--- src/rtl/pool_window_ctrl_pkg.sv ---
// pool_pkg: shared state encoding and output-map sizing for the max-pool window controller
package pool_pkg;
  typedef enum logic [1:0] {IDLE, FILL, RUN, DONE} state_t;
  function automatic int out_dim(int img, int k, int s);
    return (img - k) / s + 1;
  endfunction
endpackage

--- src/rtl/pool_window_ctrl_stride_counter.sv ---
// stride_counter: one pooling axis; position, stride phase and output index with window-hit flag
// ports: clk, rst (async high), clr (restart at 0), adv (step this axis), wrap (pos is last on axis)
//        pos/idx (current position and output index, clr folded in), hit (pos closes a legal window)
module stride_counter #(
  parameter int K  = 2,
  parameter int S  = 2,
  parameter int M  = 4,
  parameter int CW = 16
) (
  input  logic          clk,
  input  logic          rst,
  input  logic          clr,
  input  logic          adv,
  input  logic          wrap,
  output logic [CW-1:0] pos,
  output logic [CW-1:0] idx,
  output logic          hit
);
  logic [CW-1:0] pos_r, ph_r, idx_r, ph;
  // clr is folded in so a restart beat is evaluated as position 0 of a fresh frame
  assign pos = clr ? '0 : pos_r;
  assign ph  = clr ? '0 : ph_r;
  assign idx = clr ? '0 : idx_r;
  assign hit = pos >= CW'(K - 1) && ph == '0 && idx < CW'(M);
  always_ff @(posedge clk or posedge rst)
    if (rst) begin
      pos_r <= '0;
      ph_r  <= '0;
      idx_r <= '0;
    end else if (clr || adv) begin
      pos_r <= (!adv || wrap) ? '0 : pos + CW'(1);
      ph_r  <= (!adv || wrap || pos < CW'(K - 1) || ph == CW'(S - 1)) ? '0 : ph + CW'(1);
      idx_r <= (!adv || wrap) ? '0 : idx + CW'(hit);
    end
endmodule

--- src/rtl/pool_window_ctrl.sv ---
// pool_window_ctrl: raster/window tracker for the streaming max-pool stage
// ports: clk, rst (async high), start (frame restart), valid_in (pixel beat)
//        valid_out/out_col/out_row (registered window-complete flag and output coords)
//        frame_done (pulse with the last window of a frame), busy (FILL or RUN)
module pool_window_ctrl
  import pool_pkg::*;
#(
  parameter int IMG_W = 112,
  parameter int IMG_H = 112,
  parameter int K     = 2,
  parameter int S     = 2,
  parameter int CW    = 16
) (
  input  logic          clk,
  input  logic          rst,
  input  logic          start,
  input  logic          valid_in,
  output logic          valid_out,
  output logic [CW-1:0] out_col,
  output logic [CW-1:0] out_row,
  output logic          frame_done,
  output logic          busy
);
  localparam int OW = out_dim(IMG_W, K, S);
  localparam int OH = out_dim(IMG_H, K, S);
  // with a 1-row window there is nothing to buffer, so frames enter RUN directly
  localparam state_t ENTRY = (K == 1) ? RUN : FILL;
  state_t state, st_c, ns;
  logic [CW-1:0] col, row, oc, orow;
  logic col_hit, row_hit, col_last, row_last, row_adv, hit, done_hit;
  assign col_last = col == CW'(IMG_W - 1);
  assign row_last = row == CW'(IMG_H - 1);
  assign row_adv  = valid_in && col_last;
  stride_counter #(.K(K), .S(S), .M(OW), .CW(CW)) u_col (
    .clk(clk), .rst(rst), .clr(start), .adv(valid_in), .wrap(col_last),
    .pos(col), .idx(oc), .hit(col_hit)
  );
  stride_counter #(.K(K), .S(S), .M(OH), .CW(CW)) u_row (
    .clk(clk), .rst(rst), .clr(start), .adv(row_adv), .wrap(row_last),
    .pos(row), .idx(orow), .hit(row_hit)
  );
  assign hit      = valid_in && col_hit && row_hit;
  assign done_hit = hit && oc == CW'(OW - 1) && orow == CW'(OH - 1);
  assign busy     = state == FILL || state == RUN;
  always_ff @(posedge clk or posedge rst)
    if (rst) state <= IDLE;
    else state <= ns;
  always_comb begin
    // DONE and restarts fall straight into a new frame; the current beat is part of it
    st_c = (start || state == DONE || (state == IDLE && valid_in)) ? ENTRY : state;
    ns   = st_c;
    if (valid_in && col_last && row_last) ns = DONE;
    else if (st_c == FILL && row_adv && row == CW'(K - 2)) ns = RUN;
  end
  always_ff @(posedge clk or posedge rst)
    if (rst) begin
      valid_out  <= 1'b0;
      frame_done <= 1'b0;
      out_col    <= '0;
      out_row    <= '0;
    end else begin
      valid_out  <= hit;
      frame_done <= done_hit;
      if (hit || start) begin
        out_col <= oc;
        out_row <= orow;
      end
    end
endmodule

--- config.mk ---
export PLATFORM = sky130hd
export DESIGN_NAME = pool_window_ctrl
export DESIGN_NICKNAME = d
export VERILOG_FILES = /design/src/rtl/pool_window_ctrl_pkg.sv /design/src/rtl/pool_window_ctrl_stride_counter.sv /design/src/rtl/pool_window_ctrl.sv
export SDC_FILE = /design/constraint.sdc
export NUM_CORES = 1
export LEC_CHECK = 0
export CAP_MARGIN = 20
export CORE_MARGIN = 2
export CORE_UTILIZATION = 40
export DETAILED_ROUTE_END_ITERATION = 6
export GPL_ROUTABILITY_DRIVEN = 0
export GPL_TIMING_DRIVEN = 0
export HOLD_SLACK_MARGIN = 0.02
export PLACE_DENSITY = 0.65
export SYNTH_ARGS = -nofsm -noshare
export SYNTH_HDL_FRONTEND = slang
export SYNTH_SLANG_ARGS = --single-unit
--- constraint.sdc ---
create_clock -name clk -period 12.4 [get_ports clk]
set_input_delay 1.86 -clock clk [delete_from_list [all_inputs] [get_ports clk]]
set_output_delay 1.86 -clock clk [all_outputs]
set_load 0.02 [all_outputs]
# Word level (Yosys, flattened, before mapping)
# Index checks and enable logic that the tools add are counted.
classes:
  n_addsub: 6
  multipliers: 0
  div_mod_pow: 0
  magnitude_cmp: 6
  eq_ne: 10
  n_shift: 0
  n_mux: 15
  n_bitwise: 0
  reduce_logical: 31
op_table:
  columns: ["cell", "count"]
  rows:
  - ["$mux 16", 12]
  - ["$add 16x1->16 const B", 4]
  - ["$logic_not 16->1", 3]
  - ["$add 16x1->16", 2]
  - ["$eq 16x1->1 const B", 2]
  - ["$eq 16x6->1 const B", 2]
  - ["$eq 16x7->1 const B", 2]
  - ["$ge 16x1->1 const B", 2]
  - ["$lt 16x1->1 const B", 2]
  - ["$lt 16x6->1 const B", 2]
  - ["$logic_and 1x1->1", 13]
  - ["$logic_or 1x1->1", 12]
  - ["$mux 2", 3]
  - ["$eq 2x1->1 const B", 2]
  - ["$eq 2x2->1 const B", 2]
  - ["$logic_not 1->1", 2]
  - ["$logic_not 2->1", 1]
word_totals:
  reg_bits: 132
  latchBits: 0
  ramBits: 0
  romBits: 0
  out_inout_bits: 35
  mem_count: 0

# Logic depth before layout (Yosys ltp)
# Gate-level depths: netlist (run 1).
logic_depth:
  depth_word: 9
  mapped_depth: 17
  mapped_depth_nobuf: 14

# By module
# Synthesis (run 1) repeated with hierarchy kept, for this count alone.
hier_totals:
  hier_cells: 811
  area_unflattened_um2: 7908.8
by_module_without_submodules:
  columns: ["mod", "n_inst", "cells_each", "area_each_um2", "seq_area_each_um2"]
  rows:
  - ["stride_counter", 2, 348, 3069.2, 1201.2]
  - ["pool_window_ctrl", 1, 115, 1770.4, 900.9]

# Worst setup path after synthesis (run 1)
# OpenSTA, ideal clock, no wires.
synth_timing:
  path_kind: "input port to flip-flop"
  from: "in start"
  to: "reg u_row.idx_r[15]"
  setup_time_ns: 0.066
  t_arrival_ns: 5.709
  path_slack_ns: 6.625
  stages: 16
  n_path_buf: 3
  path_cell_list: "clkbuf_1 -> clkbuf_1 -> buf_1 -> nor2b_1 -> inv_1 -> ha_1 -> or3b_2 -> or4_1 -> a21oi_1 -> and2_1 -> ha_1 -> nand4b_1 -> nor3_1 -> nand4_2 -> or4b_1 -> nand2_1"
synth_via:
  elab_chain_cells: 6
  elab_cells_between_ends: 17
synth_lines:
  columns: ["element", "line_no", "source"]
  rows:
  - ["start: declaration", "pool_window_ctrl.sv:16", "input logic start,"]
  - ["$mux 16, on equally long branches", "pool_window_ctrl_stride_counter.sv:21, pool_window_ctrl_stride_counter.sv:22", null]
  - ["$ge 16x1->1 (tied with other cells)", "pool_window_ctrl_stride_counter.sv:24", "assign hit = pos >= CW'(K - 1) && ph == '0 && idx < CW'(M);"]
  - ["$logic_and 1x1->1, on equally long branches", "pool_window_ctrl_stride_counter.sv:24, pool_window_ctrl.sv:33", null]
  - ["$logic_and 1x1->1 / $logic_not 1->1 (equally long branches)", "pool_window_ctrl_stride_counter.sv:24, pool_window_ctrl_stride_counter.sv:33", null]
  - ["$add 16x1->16 / $logic_or 1x1->1 (equally long branches)", "pool_window_ctrl_stride_counter.sv:33", "idx_r <= (!adv || wrap) ? '0 : idx + CW'(hit);"]
  - ["$mux 16", "pool_window_ctrl_stride_counter.sv:33", null]
  - ["end signal: assignment", "pool_window_ctrl_stride_counter.sv:33", null]
  - ["end: declaration", "pool_window_ctrl_stride_counter.sv:19", "logic [CW-1:0] pos_r, ph_r, idx_r, ph;"]
# Several ways; a longest one is shown, not always the timed one.
# A chain may end at the register's enable or synchronous reset.

# Worst setup path after layout (run 1)
# Same ends and word-level chain as after synthesis.

==> results of run 1 <==
-- power by group through the flow --
stage	clock network (mW)	logic [mW]	registers, mW
floorplan	0	0.0286	0.442
global placement	0	0.0457	0.443
detailed placement	0	0.0474	0.443
CTS	0.523	0.0478	0.435
global route	0.543	0.0520	0.435
finish	0.518	0.0476	0.435
-- worst max-delay path: stages --
cell and delay (ps):
sky130_fd_sc_hd__clkdlybuf4s50_1 670, sky130_fd_sc_hd__clkbuf_1 560, sky130_fd_sc_hd__clkbuf_1 650, sky130_fd_sc_hd__buf_1 620, sky130_fd_sc_hd__nor2b_1 230, sky130_fd_sc_hd__inv_1 110, sky130_fd_sc_hd__ha_1 160, sky130_fd_sc_hd__or3b_2 440
sky130_fd_sc_hd__or4_1 420, sky130_fd_sc_hd__a21oi_1 210, sky130_fd_sc_hd__and2_1 180, sky130_fd_sc_hd__ha_1 210, sky130_fd_sc_hd__nand4b_1 230, sky130_fd_sc_hd__nor3_1 590, sky130_fd_sc_hd__nand4_2 290, sky130_fd_sc_hd__or4b_1 580
sky130_fd_sc_hd__nand2_1 80
-- per-stage QoR --
| stage | power, mW | util, % |
|---|---|---|
| detailed placement | 0.490 | 44.6 |
| CTS | 1.01 | 47.8 |
| floorplan | 0.471 | - |
| global placement | 0.488 | 44.4 |
| finish | 1.00 | 47.8 |
| global route | 1.03 | 47.8 |
-- cells in the final DEF, fill, tap and decap left out, types with 4 or more instances in the layout --
cell type,n
sky130_fd_sc_hd__a211oi_1,4
sky130_fd_sc_hd__a21oi_1,24
sky130_fd_sc_hd__a31oi_1,23
sky130_fd_sc_hd__a41oi_1,4
sky130_fd_sc_hd__and2_1,11
sky130_fd_sc_hd__and3_1,12
sky130_fd_sc_hd__and4_1,5
sky130_fd_sc_hd__and4b_1,5
sky130_fd_sc_hd__buf_1,6
sky130_fd_sc_hd__buf_2,6
sky130_fd_sc_hd__clkbuf_1,28
sky130_fd_sc_hd__clkbuf_16,17
sky130_fd_sc_hd__clkdlybuf4s50_1,37
sky130_fd_sc_hd__clkinvlp_4,5
sky130_fd_sc_hd__dfrtp_1,132
sky130_fd_sc_hd__ha_1,18
sky130_fd_sc_hd__inv_1,26
sky130_fd_sc_hd__mux2i_1,20
sky130_fd_sc_hd__nand2_1,112
sky130_fd_sc_hd__nand2b_1,9
sky130_fd_sc_hd__nand3_1,51
sky130_fd_sc_hd__nand3b_1,11
sky130_fd_sc_hd__nand4_1,25
sky130_fd_sc_hd__nand4b_1,6
sky130_fd_sc_hd__nor2_1,52
sky130_fd_sc_hd__nor2b_1,22
sky130_fd_sc_hd__nor3_1,15
sky130_fd_sc_hd__nor3b_2,20
sky130_fd_sc_hd__nor4_1,26
sky130_fd_sc_hd__o21a_1,5
sky130_fd_sc_hd__o21ai_0,41
sky130_fd_sc_hd__o31ai_1,4
sky130_fd_sc_hd__or2_2,5
sky130_fd_sc_hd__or3_1,6
sky130_fd_sc_hd__or4_1,9
sky130_fd_sc_hd__xnor2_1,15
sky130_fd_sc_hd__xor2_1,12
-- routing by layer --
layer	track usage, %	wire length, um	vias to the layer above
met5	0	0	-
met4	8.29	552	0
met3	3.77	1420	34
met2	34.8	10100	295
met1	30.8	9760	3311
li1	-	-	3167
-- registers in the layout, indices dropped and copies added (netlist names) --
| name | count |
|---|---|
| frame_done | 1 |
| u_row.ph_r | 16 |
| valid_out | 1 |
| state | 2 |
| out_row | 16 |
| u_col.pos_r | 16 |
| u_col.idx_r | 16 |
| u_row.pos_r | 16 |
| out_col | 16 |
| u_col.ph_r | 16 |
| u_row.idx_r | 16 |
-- layout make-up --
class	instances	area, um2
sequential	132	3300
multi-input combinational	631	4070
clock buffer	18	439
buffer	42	196
inverter	27	106
tap	234	293
fill	1754	9790
timing repair buffer	41	413
clock inverter	13	160
-- final timing paths --
| kind | startpoint | end | slack, ps | cells after the start |
|---|---|---|---|---|
| worst max-delay path | start | u_row.idx_r[15] | 4670 | 17 |
| worst min-delay path | out_row[12] | out_row[12] | 520 | 1 |
| worst max register to register | u_row.ph_r[0] | u_row.idx_r[15] | 8290 | 13 |
| worst min register to register | out_row[12] | out_row[12] | 520 | 1 |
| max in group asynchronous | rst | u_col.idx_r[2] | 9810 | 3 |
| min in group asynchronous | rst | out_row[15] | 1810 | 2 |
-- logic make-up after synthesis --
logic type                 after synthesis  synth area share (%)
muxes                                   22                  2.95
adders and majority gates               18                  2.94
AOI/OAI and AO/OA                      141                  12.2
DFF                                    132                  43.1
and+or+nand+nor                        423                  31.9
xor gates and xnor gates                27                  3.08
buffers and inverters                   69                  3.88
==> key figures, run 1 <==
Synth
  – Synthesized area per cell: 9.21 um2
  – Async SR Flop Fraction: 100%
  – Sequential cell area fraction in the yosys report: 43.1%
  – Summed instance area of the synthesized netlist: 7670 um2
  – Count of unique library cells instantiated by Yosys: 68
  – Flops & latches, synth: 132
  – Dominant cells by area after synthesis: sky130_fd_sc_hd__dfrtp_1, sky130_fd_sc_hd__nand2_1, sky130_fd_sc_hd__nand3_1
  – Syn Nets: 854
  – Ranking of synthesized cells by instance count: sky130_fd_sc_hd__dfrtp_1, sky130_fd_sc_hd__nand2_1, sky130_fd_sc_hd__nor2_1
  – Number of warning messages in the yosys log: 0
  – Cell with the most instances after synthesis: sky130_fd_sc_hd__dfrtp_1
  – Proportion of netlist area held by the largest area contributor: 43.1%
  – Top flip-flop cell by instance count after synthesis: sky130_fd_sc_hd__dfrtp_1
  – Number of synthesized flops with an enable pin: 0
  – Synth area leader: sky130_fd_sc_hd__dfrtp_1
  – Post-synthesis cell count: 832

Clock tree
  – Clock latency reported for the late side of the worst-skew pair: 430 ps
  – Reg clk slew, reported paths: 60 ps
  – Longest Clk Path Bufs: 2
  – Post-cts resize count: 0
  – Total setup buffers inserted after CTS: 0
  – Sinks on the clock net: 132
  – Inserted Clock Buffers: 17
  – Number of buffers inserted by hold repair at cts: 0
  – CTS tree: done
  – H-Tree Depth: 4
  – Clock root buffer master: sky130_fd_sc_hd__clkbuf_16

Pwr
  – Portion of total power attributed to sequential cells: 43.5%
  – Part of the power in the clock network: 51.8%
  – Static Leakage: 3.70 nW
  – Logic pwr share: 4.8%
  – Power per cell area: 111 nW/um2
  – Sw Ratio: 23.8%
  – IR drop worst, VDD: 72.1 uV
  – Switching pwr: 0.238 mW
  – Internal power consumption: 0.763 mW

Floorplan
  – DIE WIDTH: 142 um
  – Standard cell core area: 18800 um2
  – Total number of placement rows: 50
  – Die Footprint: 20300 um2
  – Num ports: 39
  – Effective utilization at floorplan: 40.8%
  – Vertical die dimension: 142 um

Timing
  – Worst max-slew margin expressed relative to the limit: 22.9%
  – Clock period minus worst slack: 7730 ps
  – Final total negative setup slack: 0 ps
  – Worst-case setup margin in the final layout: 4670 ps
  – Max Slew Vio Count: 0
  – Final Hold Violating Endpoints: 0
  – Portion of the clock cycle consumed by the worst path in the final layout: 62.3%
  – Hold Worst Slack: 515 ps
  – F_max: 129 MHz
  – Maximum clock skew at final layout: 7.84 ps
  – Tightest Pin Transition: 1150 ps
  – Number of failing setup endpoints in the final timing report: 0
  – RSZ-0062 raised after global routing: no

GRT
  – Remaining global-route overflow: 0
  – Initial antenna violation count: 0
  – Total global routing track utilization: 22.2%
  – Wire length of the first global-routing pass: 35.2 mm
  – Maximum number of pins on one net before global-route repair: 91
  – Via count of the first global-routing pass: 6312

Worst setup path
  – Required arrival time at the worst endpoint: 12760 ps
  – Endpoint arrival time on the critical path: 8090 ps
  – Element type at the critical path start: input pin
  – Critical-path maximum fanout: 10
  – CP Class: in -> reg
  – Endpoint kind of the worst setup timing path: flop

Detailed routing
  – Via density per instance: 5.98
  – Post-detailed-route wirelength per cell: 19.2 um
  – # DRC: 0
  – Via count: 6807
  – DR pass1 iterations: 5
  – Antenna viol nets, final: 0
  – Detailed router's first-iteration violation count: 751
  – Aggregate routed wire length: 21.8 mm

Layout
  – Share of cells above drive strength 1: 9.51%
  – Number of cells in the finished layout apart from fillers: 1138
  – Total inserted antenna cells: 0
  – Growth of design area from synthesis to finish: 17.1%
  – Final nets: 914
  – Finished Cell Area: 8980 um2

Placement
  – Port bufs: 37
  – Pre-CTS setup slack: 4340 ps
  – Placed cell areas: 8370 um2
  – Detail Placement HPWL: 14.7 mm
  – Instance count after placement with tap cells included: 1105

Outcome
  – Result of the run: finished, final reports clean

Hold path
  – Kind of path behind the tightest hold check: reg -> reg

Run
  – Max capacitance violation total: 0
Power figures use the tool's default switching activity.
==> inputs of run 2 (changes only) <==
--- a/config.mk
+++ b/config.mk
@@ -12,7 +12,7 @@
 export GPL_ROUTABILITY_DRIVEN = 0
 export GPL_TIMING_DRIVEN = 0
 export HOLD_SLACK_MARGIN = 0.02
-export PLACE_DENSITY = 0.65
+export PLACE_DENSITY = 0.67
 export SYNTH_ARGS = -nofsm -noshare
 export SYNTH_HDL_FRONTEND = slang
 export SYNTH_SLANG_ARGS = --single-unit
==> constraint.sdc (replaced) <==
create_clock -name clk -period 7 [get_ports clk]
set_input_delay 1.05 -clock clk [delete_from_list [all_inputs] [get_ports clk]]
set_output_delay 1.05 -clock clk [all_outputs]
set_load 0.02 [all_outputs]
==> key figures, run 2 (same netlist as run 1, synthesis figures left out) <==
Layout
  – Leading cell type in the layout, fill and taps excluded: sky130_fd_sc_hd__dfrtp_1
  – Growth of design area from synthesis to finish: 17.3%
  – Final nets: 915 (+0.11%)
  – FF/Latch Area: 3300 um2 (unchanged)
  – Highest-count cells in the layout ignoring fill and taps: sky130_fd_sc_hd__dfrtp_1, sky130_fd_sc_hd__nand2_1, sky130_fd_sc_hd__nor2_1
  – Total inserted antenna cells: 0 (unchanged)
  – Share of cells above drive strength 1: 9.82% (+0.31 points)
  – Area of the multi-input gates: 4070 um2 (unchanged)
  – Number of inserted filler cells in the final layout: 1755 (+0.057%)
  – Number of cells in the finished layout apart from fillers: 1140 (+0.18%)
  – Utilization of the core after routing: 47.9% (+0.073 points)

Detailed routing
  – Via count: 6822 (+0.22%)
  – Via density per instance: 5.98 (about the same)
  – DR pass1 iterations: 5 (unchanged)
  – Antenna viol nets, final: 0 (unchanged)
  – Aggregate routed wire length: 21.9 mm (+0.38%)
  – # DRC: 0 (unchanged)
  – Detailed router's first-iteration violation count: 808 (+7.6%)
  – Post-detailed-route wirelength per cell: 19.2 um (+0.20%)

Timing
  – Clock period minus worst slack: 6720 ps
  – Number of failing setup endpoints in the final timing report: 0 (unchanged)
  – Tightest Pin Transition: 1180 ps (+29.4 ps)
  – Worst max-slew margin expressed relative to the limit: 20.7% (-2.2 points)
  – Maximum clock skew at final layout: 8.87 ps (+1.04 ps)
  – Worst-case setup margin in the final layout: 278 ps (-4400 ps)
  – Final Hold Violating Endpoints: 0 (unchanged)
  – RSZ-0062 raised after global routing: no
  – F_max: 149 MHz
  – Max Slew Vio Count: 0 (unchanged)
  – Portion of the clock cycle consumed by the worst path in the final layout: 96.0%

Worst setup path
  – Series of cell instances along the critical path: clkdlybuf4s50_1 > clkbuf_1 > clkbuf_2 > buf_1 > nor2b_1 > inv_1 > ha_1 > or3b_2 > or4_1 > a21oi_1 > and2_1 > ha_1 > nand4b_1 > nor3_1 > nand4_2 > or4b_1 > nand2_1
  – Endpoint kind of the worst setup timing path: flop
  – Required arrival time at the worst endpoint: 7370 ps (-5390 ps)
  – Dominant cell type by count on the critical path: sky130_fd_sc_hd__ha_1
  – Category of cells accounting for the largest share of critical-path delay: simple AND/OR/NAND/NOR gates
  – Register-to-Register Path Depth: 13 (unchanged)
  – Worst path buffer plus inverter count: 5 (unchanged)
  – Capturing instance or port of the critical path: u_row.idx_r[15]
  – Largest incremental delay on the critical path: 680 ps (about the same)
  – Flop-to-flop setup slack: 2910 ps (-5380 ps)
  – Launching point of the worst reg2reg path: u_row.ph_r[0]
  – Element type at the critical path start: input pin
  – CP Class: in -> reg
  – Stages on the worst setup path: 17 (unchanged)
  – Endpoint of the worst register-to-register path: u_row.idx_r[15]
  – Endpoint arrival time on the critical path: 7090 ps (-1000 ps)
  – Critical-path maximum fanout: 10 (unchanged)
  – CP max stage cell: sky130_fd_sc_hd__clkdlybuf4s50_1
  – CP Launch Point: start

Floorplan
  – Vertical die dimension: 142 um (unchanged)
  – DIE WIDTH: 142 um (unchanged)
  – Effective utilization at floorplan: 40.8% (unchanged)
  – Die Footprint: 20300 um2 (unchanged)
  – Num ports: 39 (unchanged)
  – Total number of placement rows: 50 (unchanged)
  – Standard cell core area: 18800 um2 (unchanged)

Clock tree
  – Clock root buffer master: sky130_fd_sc_hd__clkbuf_16
  – Number of buffers inserted by hold repair at cts: 0 (unchanged)
  – Longest Clk Path Bufs: 2 (unchanged)
  – Total setup buffers inserted after CTS: 0 (unchanged)
  – Sinks on the clock net: 132 (unchanged)
  – Post-cts resize count: 0 (unchanged)
  – H-Tree Depth: 4 (unchanged)
  – Inserted Clock Buffers: 17 (unchanged)
  – Reg clk slew, reported paths: 70 ps (about the same)
  – CTS tree: done
  – Clock latency reported for the late side of the worst-skew pair: 440 ps (about the same)

Placement
  – Port bufs: 37 (unchanged)
  – Pre-CTS setup slack: -252 ps (-4590 ps)
  – Detail Placement HPWL: 14.7 mm (-0.16%)
  – Instance count after placement with tap cells included: 1105 (unchanged)

Run
  – Max capacitance violation total: 0 (unchanged)

GRT
  – Initial antenna violation count: 0 (unchanged)
  – Via count of the first global-routing pass: 6301 (-0.17%)
  – Total global routing track utilization: 22.1% (-0.094 points)
  – Wire length of the first global-routing pass: 34.8 mm (-0.96%)
  – Remaining global-route overflow: 0 (unchanged)
  – Maximum number of pins on one net before global-route repair: 83 (-8.8%)

Outcome
  – Result of the run: finished, final reports clean

Pwr
  – Part of the power in the clock network: 52.2% (+0.4 points)
  – Logic pwr share: 4.8% (about the same)
  – Power per cell area: 199 nW/um2 (+78%)
  – Portion of total power attributed to sequential cells: 43.1% (-0.4 points)
  – IR drop worst, VDD: 117 uV (+63%)
  – Switching pwr: 0.460 mW (+94%)
  – Internal power consumption: 1.33 mW (+74%)
  – Sw Ratio: 25.7% (+2.0 points)
  – Static Leakage: 3.73 nW (+0.76%)

Hold path
  – Kind of path behind the tightest hold check: reg -> reg
-- run 2: worst min-delay path by stage --
| stage | start | end | slack (ps) | depth (start not counted) |
|---|---|---|---|---|
| 2_1_floorplan | u_col.ph_r[13] | u_col.ph_r[13] | 490 | 1 |
| 3_3_place_gp | out_row[15] | out_row[15] | 500 | 1 |
| 3_5_place_dp | out_col[10] | out_col[10] | 510 | 1 |
| 4_1_cts | out_col[10] | out_col[10] | 520 | 1 |
| 5_1_grt | out_row[15] | out_row[15] | 540 | 1 |
| 6_report | out_col[10] | out_col[10] | 510 | 1 |
-- run 2: layout make-up --
type                       instances  area share [%]
clock buffer                      17            4.73
tap                              234            3.26
clock inverter                    15            2.02
inverter                          27            1.18
buffer                            42            2.20
timing repair buffer              42            4.65
sequential                       132            36.7
multi-input combinational        631            45.2
-- run 2: through the flow --
| stage | total power, mW | TNS (ps) | area, um2 | hold slack (ps) |
|---|---|---|---|---|
| 6_report | 1.79 | 0 | 8990 | 514 |
| 3_3_place_gp | 0.865 | -407 | 8330 | 502 |
| 2_1_floorplan | 0.834 | 0 | 7670 | 487 |
| 4_1_cts | 1.80 | 0 | 8970 | 524 |
| 3_5_place_dp | 0.869 | -302 | 8370 | 509 |
| 5_1_grt | 1.84 | 0 | 8990 | 535 |
-- run 2: worst reg2reg max path, stage by stage, from the launching register on --
cell                       delay [ps]
sky130_fd_sc_hd__dfrtp_1          400
sky130_fd_sc_hd__nor2b_1          190
sky130_fd_sc_hd__inv_1            110
sky130_fd_sc_hd__ha_1             160
sky130_fd_sc_hd__or3b_2           440
sky130_fd_sc_hd__or4_1            420
sky130_fd_sc_hd__a21oi_1          230
sky130_fd_sc_hd__and2_1           190
sky130_fd_sc_hd__ha_1             220
sky130_fd_sc_hd__nand4b_1         220
sky130_fd_sc_hd__nor3_1           530
sky130_fd_sc_hd__nand4_2          270
sky130_fd_sc_hd__or4b_1           570
sky130_fd_sc_hd__nand2_1           80
-- run 2: power groups by stage --
| stage | clock network (mW) | logic, mW | registers, mW |
|---|---|---|---|
| floorplan | 0 | 0.0506 | 0.783 |
| global placement | 0 | 0.0811 | 0.784 |
| detailed placement | 0 | 0.0846 | 0.784 |
| CTS | 0.943 | 0.0850 | 0.770 |
| global route | 0.979 | 0.0930 | 0.771 |
| finish | 0.933 | 0.0849 | 0.770 |
-- run 2: metal layers --
| layer | GRT usage (%) | part of all wire [%] | vias to the layer above |
|---|---|---|---|
| met3 | 5.08 | 7.2 | 49 |
| met5 | 0 | 0 | - |
| li1 | - | - | 3161 |
| met2 | 33.8 | 45 | 308 |
| met4 | 9.22 | 2.6 | 0 |
| met1 | 30.2 | 45 | 3304 |
==> inputs of run 3 (changes only) <==
--- a/config.mk
+++ b/config.mk
@@ -6,6 +6,7 @@
 export NUM_CORES = 1
 export LEC_CHECK = 0
 export CAP_MARGIN = 20
+export CORE_ASPECT_RATIO = 1.25
 export CORE_MARGIN = 2
 export CORE_UTILIZATION = 40
 export DETAILED_ROUTE_END_ITERATION = 6
==> key figures, run 3 (same netlist as run 1, synthesis figures left out) <==
Outcome
  – Result of the run: finished, final reports clean

Hold path
  – Worst Hold Path Cells: 1 (unchanged)
  – Kind of path behind the tightest hold check: reg -> reg
  – Hold Path End: out_row[10]
  – Hold Path Origin: out_row[10]

Clock tree
  – Clock latency reported for the late side of the worst-skew pair: 430 ps (about the same)
  – Longest Clk Path Bufs: 2 (unchanged)
  – Reg clk slew, reported paths: 60 ps (about the same)
  – Inserted Clock Buffers: 17 (unchanged)
  – H-Tree Depth: 4 (unchanged)
  – Clock root buffer master: sky130_fd_sc_hd__clkbuf_16
  – Sinks on the clock net: 132 (unchanged)
  – CTS tree: done

Pwr
  – IR drop worst, VDD: 152 uV (+30%)
  – Sw Ratio: 25.5% (-0.29 points)
  – Logic pwr share: 4.9% (about the same)
  – Power per cell area: 192 nW/um2 (-3.5%)
  – Final Power: 1.71 mW (-4.1%)
  – Portion of total power attributed to sequential cells: 44.9% (+1.8 points)
  – Switching pwr: 0.437 mW (-5.1%)
  – Static Leakage: 3.70 nW (-0.88%)
  – Internal power consumption: 1.28 mW (-3.7%)
  – Part of the power in the clock network: 50.2% (-2.0 points)

Worst setup path
  – Dominant cell type by count on the critical path: sky130_fd_sc_hd__ha_1
  – Largest incremental delay on the critical path: 730 ps (+50 ps)
  – Critical-path maximum fanout: 10 (unchanged)
  – Flop-to-flop setup slack: 2820 ps (-90 ps)
  – Register-to-Register Path Depth: 13 (unchanged)
  – Endpoint of the worst register-to-register path: u_row.idx_r[15]
  – Element type at the critical path start: input pin
  – Worst path buffer plus inverter count: 5 (unchanged)
  – Category of cells accounting for the largest share of critical-path delay: simple AND/OR/NAND/NOR gates
  – Required arrival time at the worst endpoint: 7370 ps (about the same)
  – Launching point of the worst reg2reg path: u_row.ph_r[0]
  – CP max stage cell: sky130_fd_sc_hd__clkdlybuf4s50_1
  – Endpoint kind of the worst setup timing path: flop
  – Series of cell instances along the critical path: clkdlybuf4s50_1 > clkbuf_1 > clkbuf_2 > buf_1 > nor2b_1 > inv_1 > ha_1 > or3b_2 > or4_1 > a21oi_1 > and2_1 > ha_1 > nand4b_1 > nor3_1 > nand4_2 > or4b_1 > nand2_1
  – CP Class: in -> reg
  – Endpoint arrival time on the critical path: 7030 ps (-60 ps)

Floorplan
  – Standard cell core area: 18800 um2 (about the same)
  – Vertical die dimension: 159 um (+11%)
  – Effective utilization at floorplan: 40.8% (about the same)
  – Num ports: 39 (unchanged)
  – DIE WIDTH: 128 um (-10%)
  – Total number of placement rows: 56 (+12%)
  – Die Footprint: 20300 um2 (about the same)

Layout
  – Final nets: 913 (-0.22%)
  – Share of cells above drive strength 1: 9.62% (-0.20 points)
  – Growth of design area from synthesis to finish: 16.5%
  – Utilization of the core after routing: 47.6% (-0.33 points)
  – Finished Cell Area: 8930 um2 (-0.64%)
  – Number of cells in the finished layout apart from fillers: 1136 (-0.35%)
  – Leading cell type in the layout, fill and taps excluded: sky130_fd_sc_hd__dfrtp_1
  – Number of inserted filler cells in the final layout: 1776 (+1.2%)
  – Highest-count cells in the layout ignoring fill and taps: sky130_fd_sc_hd__dfrtp_1, sky130_fd_sc_hd__nand2_1, sky130_fd_sc_hd__nor2_1
  – Area of the multi-input gates: 4070 um2 (unchanged)
  – Total inserted antenna cells: 0 (unchanged)
  – FF/Latch Area: 3300 um2 (unchanged)

Timing
  – Tightest Pin Transition: 1250 ps (+73.0 ps)
  – Final Hold Violating Endpoints: 0 (unchanged)
  – Final total negative setup slack: 0 ps (unchanged)
  – Number of failing setup endpoints in the final timing report: 0 (unchanged)
  – F_max: 150 MHz (+0.95%)
  – Hold Worst Slack: 516 ps (+1.83 ps)
  – Max Slew Vio Count: 0 (unchanged)
  – Worst-case setup margin in the final layout: 342 ps (+63.1 ps)
  – Clock period minus worst slack: 6660 ps (-63.1 ps)
  – Portion of the clock cycle consumed by the worst path in the final layout: 95.1% (-0.90 points)
  – Worst max-slew margin expressed relative to the limit: 16.5% (-4.1 points)
  – RSZ-0062 raised after global routing: no
  – Maximum clock skew at final layout: 7.98 ps (-0.898 ps)

Detailed routing
  – Aggregate routed wire length: 21.8 mm (-0.44%)
  – Post-detailed-route wirelength per cell: 19.2 um (about the same)
  – Antenna viol nets, final: 0 (unchanged)
  – Detailed router's first-iteration violation count: 591 (-27%)
  – # DRC: 0 (unchanged)
  – Via density per instance: 5.97 (-0.31%)
  – Via count: 6777 (-0.66%)
  – DR pass1 iterations: 5 (unchanged)

Placement
  – Placed cell areas: 8360 um2 (about the same)
  – Instance count after placement with tap cells included: 1102 (-0.27%)
  – Pre-CTS setup slack: -205 ps (+46.8 ps)
  – Detail Placement HPWL: 15.0 mm (+2.1%)
  – Port bufs: 37 (unchanged)

GRT
  – Total global routing track utilization: 22.0% (-0.12 points)
  – Initial antenna violation count: 0 (unchanged)
  – Remaining global-route overflow: 0 (unchanged)
  – Via count of the first global-routing pass: 6511 (+3.3%)
  – Maximum number of pins on one net before global-route repair: 83 (unchanged)
  – Wire length of the first global-routing pass: 35.2 mm (+1.0%)

Run
  – Max capacitance violation total: 0 (unchanged)
-- run 3: cell types whose count changed in the layout (fill, tap and decap cells not counted), moves of 3 or more --
cell                       previous run  this run
sky130_fd_sc_hd__inv_6                9         4
sky130_fd_sc_hd__inv_8                3         0
sky130_fd_sc_hd__clkinv_2             0         3
sky130_fd_sc_hd__clkinv_4             2         6
-- run 3: routing by layer --
layer | vias up | GRT usage (%) | wire (um)
li1 | 3160 | - | -
met1 | 3331 | 28.3 | 9080
met2 | 227 | 35.4 | 10600
met3 | 59 | 4.41 | 1340
met4 | 0 | 10.3 | 827
met5 | - | 0 | 0
-- run 3: power by group through the flow --
stage / Sequential (mW) / Combinational, mW / Clock, mW
finish: 0.770 / 0.0843 / 0.860
global route: 0.770 / 0.0919 / 0.914
CTS: 0.770 / 0.0839 / 0.873
detailed placement: 0.784 / 0.0833 / 0
global placement: 0.784 / 0.0799 / 0
floorplan: 0.783 / 0.0506 / 0
-- run 3: cell type report --
| cell class | count | share of cell area [%] |
|---|---|---|
| Buffer | 42 | 2.23 |
| Tap cell | 232 | 3.25 |
| Inverter | 27 | 1.19 |
| Clock inverter | 14 | 1.47 |
| Clock buffer | 18 | 4.80 |
| Sequential cell | 132 | 37.0 |
| Multi-Input combinational cell | 631 | 45.5 |
| Timing Repair Buffer | 40 | 4.57 |
-- run 3: worst max-delay path by stage --
| stage | depth (start not counted) | slack, ps | endpoint | from |
|---|---|---|---|---|
| global route | 17 | 120 | u_row.idx_r[15] | start |
| global placement | 17 | -170 | u_row.idx_r[15] | start |
| floorplan | 16 | 2040 | u_row.idx_r[15] | start |
| CTS | 17 | 250 | u_row.idx_r[15] | start |
| finish | 17 | 340 | u_row.idx_r[15] | start |
| detailed placement | 17 | -210 | u_row.idx_r[15] | start |
-- run 3: repair_timing --
item,CTS,global route
hold buffers,0,0
buffers inserted,0,0
setup endpoints to repair,0,1
gates resized for setup,0,4
